===== config.mk =====
export PLATFORM = sky130hd
export DESIGN_NAME = decode_stage_hz_flat
export DESIGN_NICKNAME = d
export VERILOG_FILES = /design/src/rtl/decode_stage_hz_if.sv /design/src/rtl/decode_stage_hz.sv /design/src/flat_wrapper.sv
export SDC_FILE = /design/constraint.sdc
export NUM_CORES = 2
export LEC_CHECK = 0
export BUFFER_PORTS_ARGS = -buffer_cell sky130_fd_sc_hd__buf_2
export CORE_MARGIN = 5
export CORE_UTILIZATION = 67
export CTS_CLUSTER_DIAMETER = 60
export DETAILED_ROUTE_END_ITERATION = 6
export PLACE_DENSITY = 0.88
export SYNTH_ARGS = -nofsm -noshare
export SYNTH_HDL_FRONTEND = slang
export SYNTH_SLANG_ARGS = --single-unit

===== constraint.sdc =====
create_clock -name clock -period 6.8 [get_ports clock]
set_clock_uncertainty 0.15 [all_clocks]
set_input_delay 1.7 -clock clock [delete_from_list [all_inputs] [get_ports clock]]
set_output_delay 1.7 -clock clock [all_outputs]
set_load 0.05 [all_outputs]

===== src/rtl/decode_stage_hz_if.sv =====
// rtl/decode_stage_hz_if.sv - fetch, writeback and ID/EX signal bundle for decode_stage_hz
interface decode_stage_hz_if #(
    parameter int XLEN = 32,
    parameter int RA_W = 5
);
    logic            valid_D;
    logic [31:0]     instruction_D;
    logic [XLEN-1:0] PC_D;
    logic            flush_D;
    logic            stall_D;

    logic            wEn;
    logic [RA_W-1:0] write_reg;
    logic [XLEN-1:0] write_data;

    logic            valid_E;
    logic            ALUsrcE;
    logic            memToRegE;
    logic            regWriteE;
    logic            memReadE;
    logic            memWriteE;
    logic            branchE;
    logic [1:0]      ALUopE;
    logic [RA_W-1:0] write_regE;
    logic [RA_W-1:0] read_regE1;
    logic [RA_W-1:0] read_regE2;
    logic [XLEN-1:0] read_dataE1;
    logic [XLEN-1:0] read_dataE2;
    logic [XLEN-1:0] PC_E;
    logic [XLEN-1:0] GenOutE;

    modport master (
        output valid_D, instruction_D, PC_D, flush_D, wEn, write_reg, write_data,
        input  stall_D, valid_E, ALUsrcE, memToRegE, regWriteE, memReadE, memWriteE,
               branchE, ALUopE, write_regE, read_regE1, read_regE2, read_dataE1,
               read_dataE2, PC_E, GenOutE
    );

    modport slave (
        input  valid_D, instruction_D, PC_D, flush_D, wEn, write_reg, write_data,
        output stall_D, valid_E, ALUsrcE, memToRegE, regWriteE, memReadE, memWriteE,
               branchE, ALUopE, write_regE, read_regE1, read_regE2, read_dataE1,
               read_dataE2, PC_E, GenOutE
    );
endinterface


===== src/rtl/decode_stage_hz.sv =====
// rtl/decode_stage_hz.sv - decode stage with register file, hazard detection and ID/EX register
module decode_stage_hz #(
    parameter int XLEN = 32,
    parameter int RA_W = 5
) (
    input logic             clock,
    input logic             reset,
    decode_stage_hz_if.slave bus
);
    localparam int         DEPTH     = 2 ** RA_W;
    localparam logic [6:0] OP_R      = 7'b0110011;
    localparam logic [6:0] OP_I      = 7'b0010011;
    localparam logic [6:0] OP_LOAD   = 7'b0000011;
    localparam logic [6:0] OP_STORE  = 7'b0100011;
    localparam logic [6:0] OP_BRANCH = 7'b1100011;

    logic [31:0]     inst;
    logic [6:0]      opcode;
    logic [RA_W-1:0] rs1;
    logic [RA_W-1:0] rs2;
    logic [RA_W-1:0] rd;

    assign inst   = bus.instruction_D;
    assign opcode = inst[6:0];
    assign rs1    = RA_W'(inst[19:15]);
    assign rs2    = RA_W'(inst[24:20]);
    assign rd     = RA_W'(inst[11:7]);

    logic            aluSrc;
    logic            memToReg;
    logic            regWrite;
    logic            memRead;
    logic            memWrite;
    logic            branch;
    logic [1:0]      aluOp;
    logic            usesRs2;
    logic [XLEN-1:0] imm;

    always_comb begin
        aluSrc   = 1'b0;
        memToReg = 1'b0;
        regWrite = 1'b0;
        memRead  = 1'b0;
        memWrite = 1'b0;
        branch   = 1'b0;
        aluOp    = 2'b00;
        usesRs2  = 1'b0;
        imm      = '0;
        case (opcode)
            OP_R: begin
                regWrite = 1'b1;
                aluOp    = 2'b10;
                usesRs2  = 1'b1;
            end
            OP_I: begin
                aluSrc   = 1'b1;
                regWrite = 1'b1;
                aluOp    = 2'b11;
                imm      = {{(XLEN-12){inst[31]}}, inst[31:20]};
            end
            OP_LOAD: begin
                aluSrc   = 1'b1;
                memToReg = 1'b1;
                regWrite = 1'b1;
                memRead  = 1'b1;
                imm      = {{(XLEN-12){inst[31]}}, inst[31:20]};
            end
            OP_STORE: begin
                aluSrc   = 1'b1;
                memWrite = 1'b1;
                usesRs2  = 1'b1;
                imm      = {{(XLEN-12){inst[31]}}, inst[31:25], inst[11:7]};
            end
            OP_BRANCH: begin
                branch   = 1'b1;
                aluOp    = 2'b01;
                usesRs2  = 1'b1;
                imm      = {{(XLEN-13){inst[31]}}, inst[31], inst[7], inst[30:25], inst[11:8], 1'b0};
            end
            default: ;
        endcase
    end

    logic [XLEN-1:0] regs [DEPTH];
    logic            wbActive;

    assign wbActive = bus.wEn && (bus.write_reg != '0);

    always_ff @(posedge clock or negedge reset) begin
        if (!reset) begin
            for (int i = 0; i < DEPTH; i++) regs[i] <= '0;
        end else if (wbActive) begin
            regs[bus.write_reg] <= bus.write_data;
        end
    end

    // Writeback data is forwarded so a same-cycle reader never sees the stale value.
    logic [XLEN-1:0] rdata1;
    logic [XLEN-1:0] rdata2;

    assign rdata1 = (rs1 == '0) ? '0 :
                    (wbActive && bus.write_reg == rs1) ? bus.write_data : regs[rs1];
    assign rdata2 = (rs2 == '0) ? '0 :
                    (wbActive && bus.write_reg == rs2) ? bus.write_data : regs[rs2];

    logic loadUse;
    logic bubble;

    assign loadUse = bus.valid_E && bus.memReadE && (bus.write_regE != '0) && bus.valid_D &&
                     ((bus.write_regE == rs1) || ((bus.write_regE == rs2) && usesRs2));
    assign bus.stall_D = loadUse;
    assign bubble      = bus.flush_D || loadUse || !bus.valid_D;

    always_ff @(posedge clock or negedge reset) begin
        if (!reset) begin
            bus.valid_E     <= 1'b0;
            bus.ALUsrcE     <= 1'b0;
            bus.memToRegE   <= 1'b0;
            bus.regWriteE   <= 1'b0;
            bus.memReadE    <= 1'b0;
            bus.memWriteE   <= 1'b0;
            bus.branchE     <= 1'b0;
            bus.ALUopE      <= 2'b00;
            bus.write_regE  <= '0;
            bus.read_regE1  <= '0;
            bus.read_regE2  <= '0;
            bus.read_dataE1 <= '0;
            bus.read_dataE2 <= '0;
            bus.PC_E        <= '0;
            bus.GenOutE     <= '0;
        end else begin
            bus.valid_E     <= !bubble;
            bus.ALUsrcE     <= aluSrc   && !bubble;
            bus.memToRegE   <= memToReg && !bubble;
            bus.regWriteE   <= regWrite && !bubble;
            bus.memReadE    <= memRead  && !bubble;
            bus.memWriteE   <= memWrite && !bubble;
            bus.branchE     <= branch   && !bubble;
            bus.ALUopE      <= bubble ? 2'b00 : aluOp;
            bus.write_regE  <= rd;
            bus.read_regE1  <= rs1;
            bus.read_regE2  <= rs2;
            bus.read_dataE1 <= rdata1;
            bus.read_dataE2 <= rdata2;
            bus.PC_E        <= bus.PC_D;
            bus.GenOutE     <= imm;
        end
    end
endmodule


===== src/flat_wrapper.sv =====
// flat-port wrapper written by rule: the top's interface ports become plain ports
module decode_stage_hz_flat 
#(
    parameter int XLEN = 32,
    parameter int RA_W = 5
)
  (clock, reset, bus_valid_D, bus_instruction_D, bus_PC_D, bus_flush_D, bus_wEn, bus_write_reg, bus_write_data, bus_stall_D, bus_valid_E, bus_ALUsrcE, bus_memToRegE, bus_regWriteE, bus_memReadE, bus_memWriteE, bus_branchE, bus_ALUopE, bus_write_regE, bus_read_regE1, bus_read_regE2, bus_read_dataE1, bus_read_dataE2, bus_PC_E, bus_GenOutE);
  decode_stage_hz_if #(.XLEN(XLEN), .RA_W(RA_W)) bus_i ();
  input logic clock;
  input logic reset;
  input wire logic [$bits(bus_i.valid_D)-1:0] bus_valid_D;
  input wire logic [$bits(bus_i.instruction_D)-1:0] bus_instruction_D;
  input wire logic [$bits(bus_i.PC_D)-1:0] bus_PC_D;
  input wire logic [$bits(bus_i.flush_D)-1:0] bus_flush_D;
  input wire logic [$bits(bus_i.wEn)-1:0] bus_wEn;
  input wire logic [$bits(bus_i.write_reg)-1:0] bus_write_reg;
  input wire logic [$bits(bus_i.write_data)-1:0] bus_write_data;
  output wire logic [$bits(bus_i.stall_D)-1:0] bus_stall_D;
  output wire logic [$bits(bus_i.valid_E)-1:0] bus_valid_E;
  output wire logic [$bits(bus_i.ALUsrcE)-1:0] bus_ALUsrcE;
  output wire logic [$bits(bus_i.memToRegE)-1:0] bus_memToRegE;
  output wire logic [$bits(bus_i.regWriteE)-1:0] bus_regWriteE;
  output wire logic [$bits(bus_i.memReadE)-1:0] bus_memReadE;
  output wire logic [$bits(bus_i.memWriteE)-1:0] bus_memWriteE;
  output wire logic [$bits(bus_i.branchE)-1:0] bus_branchE;
  output wire logic [$bits(bus_i.ALUopE)-1:0] bus_ALUopE;
  output wire logic [$bits(bus_i.write_regE)-1:0] bus_write_regE;
  output wire logic [$bits(bus_i.read_regE1)-1:0] bus_read_regE1;
  output wire logic [$bits(bus_i.read_regE2)-1:0] bus_read_regE2;
  output wire logic [$bits(bus_i.read_dataE1)-1:0] bus_read_dataE1;
  output wire logic [$bits(bus_i.read_dataE2)-1:0] bus_read_dataE2;
  output wire logic [$bits(bus_i.PC_E)-1:0] bus_PC_E;
  output wire logic [$bits(bus_i.GenOutE)-1:0] bus_GenOutE;
  assign bus_i.valid_D = bus_valid_D;
  assign bus_i.instruction_D = bus_instruction_D;
  assign bus_i.PC_D = bus_PC_D;
  assign bus_i.flush_D = bus_flush_D;
  assign bus_i.wEn = bus_wEn;
  assign bus_i.write_reg = bus_write_reg;
  assign bus_i.write_data = bus_write_data;
  assign bus_stall_D = bus_i.stall_D;
  assign bus_valid_E = bus_i.valid_E;
  assign bus_ALUsrcE = bus_i.ALUsrcE;
  assign bus_memToRegE = bus_i.memToRegE;
  assign bus_regWriteE = bus_i.regWriteE;
  assign bus_memReadE = bus_i.memReadE;
  assign bus_memWriteE = bus_i.memWriteE;
  assign bus_branchE = bus_i.branchE;
  assign bus_ALUopE = bus_i.ALUopE;
  assign bus_write_regE = bus_i.write_regE;
  assign bus_read_regE1 = bus_i.read_regE1;
  assign bus_read_regE2 = bus_i.read_regE2;
  assign bus_read_dataE1 = bus_i.read_dataE1;
  assign bus_read_dataE2 = bus_i.read_dataE2;
  assign bus_PC_E = bus_i.PC_E;
  assign bus_GenOutE = bus_i.GenOutE;
  decode_stage_hz #(.XLEN(XLEN), .RA_W(RA_W)) u_core (.clock(clock), .reset(reset), .bus(bus_i));
endmodule

==> flow_summary.ini <==
[synth]
synth_cell_types = 72
synth_largest_type_area_fraction_pct = 48.7
synth_top_flop_cell = dfrtp_1
postSynthCellCount = 4138
ys_seq_elements = 1156
mappedNetlistNets = 4244
yosys_warnings = 0
yosysTopAreaCell = dfrtp_1
synth_edf_count = 0
synthArstFlopShare_pct = 100
netlist_area_um2 = 59400
netlist_top_cells_area = dfrtp_1 (49%), mux2_2 (21%), mux4_2 (14%)
average_footprint_of_a_synthesized_cell_um2 = 14.4
synth_seq_area_share_pct = 48.7

[worst_setup_path]
criticalPathCategory = in2out
cp-end-kind = output port
crit_path_start_kind = primary input
worst-endpoint-required_ns = 4.95
worst-endpoint-arrival_ns = 3.73
worst-path-max-fanout = 12

[routing]
detail_route.wirelength_um = 191000
drc_errors = 0
avgViaCountPerCell = 7.70
number_of_iterations_in_the_first_detailed_routing_pass = 6
detail-route-antenna-nets = 0
route.vias.total = 41800
detail_route.iter0.violations = 6365
dr_wl_cell_um = 35.2

[global_route]
track_usage_pct = 40.3
maximum_number_of_pins_on_one_net_before_global_route_repair = 160
antenna_found_initial = 13
grt_remaining_overflow = 0
first_global_vias = 43700
grt_pass1_wl_um = 284000

[sta]
period_share_pct = 82.1
setup_viol_count_final = 0
final_slew_violations = 0
worst_slew_margin_rel_pct = 8.58
worst_pin_slew_ns = 1.37
final_sum_of_negative_setup_slack_ns = 0
finalCriticalPeriod_ns = 5.58
final_setup_slack_of_the_worst_path_ns = 1.22
grt_setup_unrepaired = no
report.final.hold_viol_count = 0
max_freq_mhz = 179

[min_path]
hold_class = reg2reg

[cts]
cts_tree = built
post-cts-setup-buffer-count = 0
cts_max_path_buffers = 3
h-tree-depth = 3
clockRootBuffer = clkbuf_16
insertion_delay_ns = 0.72
cts_buffers = 118
tritoncts_num_sinks = 1156
path_clk_slew_ns = 0.06
cts_hold_buf = 0
cts_resized = 0

[die]
die_w_um = 308
floorplan.core_area_um2 = 88200
io_pins = 259
start_util_pct = 67.4
die_height_um = 308
floorplan.rows = 109
floorplan.die_area_um2 = 94800

[power_and_ir_drop]
powerDensity_nw_per_um2 = 307
max-vdd-ir-drop_uv = 259
p_leak_nw = 29.2

[final_layout]
drive_above_1_share_pct = 49.7
instances_no_fill = 5436
finalNetCount = 4268
areaGrowthSynthToFinish_pct = 9.68

[run_status]
status = complete, no violations

[flow_run]
max_cap_violations = 0

[placed_design]
hpwl_um = 110000
routabilityCongestion = 0.898
detailedPlace.worstSlack_ns = 1.24
placed_cells_incl_taps = 5207
place.port_buffers = 255
[final timing paths]
path | start | to | slack [ns] | depth (start not counted)
setup / recovery | bus_instruction_D[2] | bus_stall_D | 1.22 | 6
hold / removal | u_core.regs[1012] | u_core.regs[1012] | 0.25 | 0
setup reg to reg | u_core.regs[759] | u_core.bus.read_dataE2[23] | 4.51 | 5
hold reg to reg | u_core.regs[1012] | u_core.regs[1012] | 0.25 | 0
max in group asynchronous | reset | u_core.bus.read_dataE1[15] | 4.05 | 2
min in group asynchronous | reset | u_core.bus.PC_E[8] | 0.89 | 1
[cells by family after synthesis]
kind of cell | Yosys count | share of synthesized area [%]
buf+inv | 473 | 3.93
simple gates | 384 | 3.49
mux | 1670 | 38.5
compound gates | 435 | 5.11
flops | 1156 | 48.7
xor+xnor | 20 | 0.295
[critical path, cell delays in order]
cell       delay (ns)
buf_2            0.10
nand4bb_1        0.54
or3_1            0.53
o22ai_1          0.37
and3_1           0.23
buf_2            0.26
[state kept, by name, summed over array words and instances, names as in the netlist, 2 cells and up]
| signal | count |
|---|---|
| u_core.bus.PC_E | 32 |
| u_core.bus.write_regE | 5 |
| u_core.bus.GenOutE | 13 |
| u_core.regs | 1024 |
| u_core.bus.read_regE1 | 5 |
| u_core.bus.ALUopE | 2 |
| u_core.bus.read_dataE1 | 32 |
| u_core.bus.read_regE2 | 5 |
| u_core.bus.read_dataE2 | 32 |
[synth_stat cells, drive strengths merged (8+ instances only)]
cell type / count
xnor2: 14
nand3: 12
o22ai: 123
nor2b: 8
nand2: 90
mux2i: 178
o32a: 8
buf: 282
nor3: 62
dfrtp: 1156
a221oi: 29
a221o: 21
clkbuf: 184
a211oi: 20
a22o: 31
nand2b: 13
or4: 12
a22oi: 31
and2: 11
nand4: 12
nor4: 40
o221ai: 10
nor3b: 11
mux2: 1119
a21oi: 58
o21ai: 52
nor2: 80
mux4: 373
[per-layer routing]
metal | track usage (%) | share of wire [%] | vias to the layer above
met2 | 58.6 | 44 | 3571
met1 | 49.6 | 33 | 21200
li1 | - | - | 15900
met3 | 15.6 | 15 | 1125
met5 | 0.0506 | 0.051 | -
met4 | 29.2 | 9.1 | 12
[layout by cell type, fill, tap and decap left out, types with 14 or more instances in the layout]
| master | n |
|---|---|
| mux2_2 | 1089 |
| mux2_4 | 28 |
| a22oi_1 | 31 |
| a22o_1 | 31 |
| clkbuf_1 | 23 |
| clkbuf_8 | 22 |
| a211oi_1 | 20 |
| dfrtp_1 | 1156 |
| nor4_1 | 40 |
| a221o_1 | 21 |
| buf_12 | 14 |
| mux4_2 | 373 |
| xnor2_1 | 14 |
| a221oi_1 | 29 |
| buf_4 | 101 |
| nand2_1 | 74 |
| nor2_1 | 66 |
| clkinv_2 | 34 |
| mux2i_1 | 178 |
| o21ai_0 | 50 |
| buf_2 | 248 |
| nand2_2 | 16 |
| a21oi_1 | 58 |
| nor3_1 | 57 |
| clkbuf_16 | 121 |
| o22ai_1 | 123 |
[area by class of cell]
| class | instances | area (um^2) |
|---|---|---|
| Clock buffer | 165 | 3400 |
| Antenna cell | 9 | 22.5 |
| Inverter | 7 | 26.3 |
| Clock inverter | 55 | 638 |
| Fill cell | 5007 | 23000 |
| Timing Repair Buffer | 370 | 2380 |
| Tap cell | 1165 | 1460 |
| Sequential cell | 1156 | 28900 |
| Multi-Input combinational cell | 2509 | 28300 |
[through the flow]
| stage | hold WS (ns) | utilization, % | power, mW | cell area, um^2 |
|---|---|---|---|---|
| 3_5_place_dp | 0.233 | 69.3 | 13.1 | 61100 |
| 2_1_floorplan | 0.291 | - | 11.8 | 59400 |
| 3_3_place_gp | 0.227 | 69.3 | 12.8 | 61100 |
| 5_1_grt | 0.257 | 73.9 | 20.6 | 65200 |
| 6_report | 0.251 | 73.9 | 20.0 | 65200 |
| 4_1_cts | 0.248 | 73.9 | 19.9 | 65200 |
[where the power goes]
| group | internal, mW | switching, mW |
|---|---|---|
| logic | 2.16 | 1.93 |
| clock network | 3.97 | 2.85 |
| registers | 8.11 | 0.983 |
| total | 14.2 | 5.76 |
Note: power is estimated with default switching activity, not from simulation.
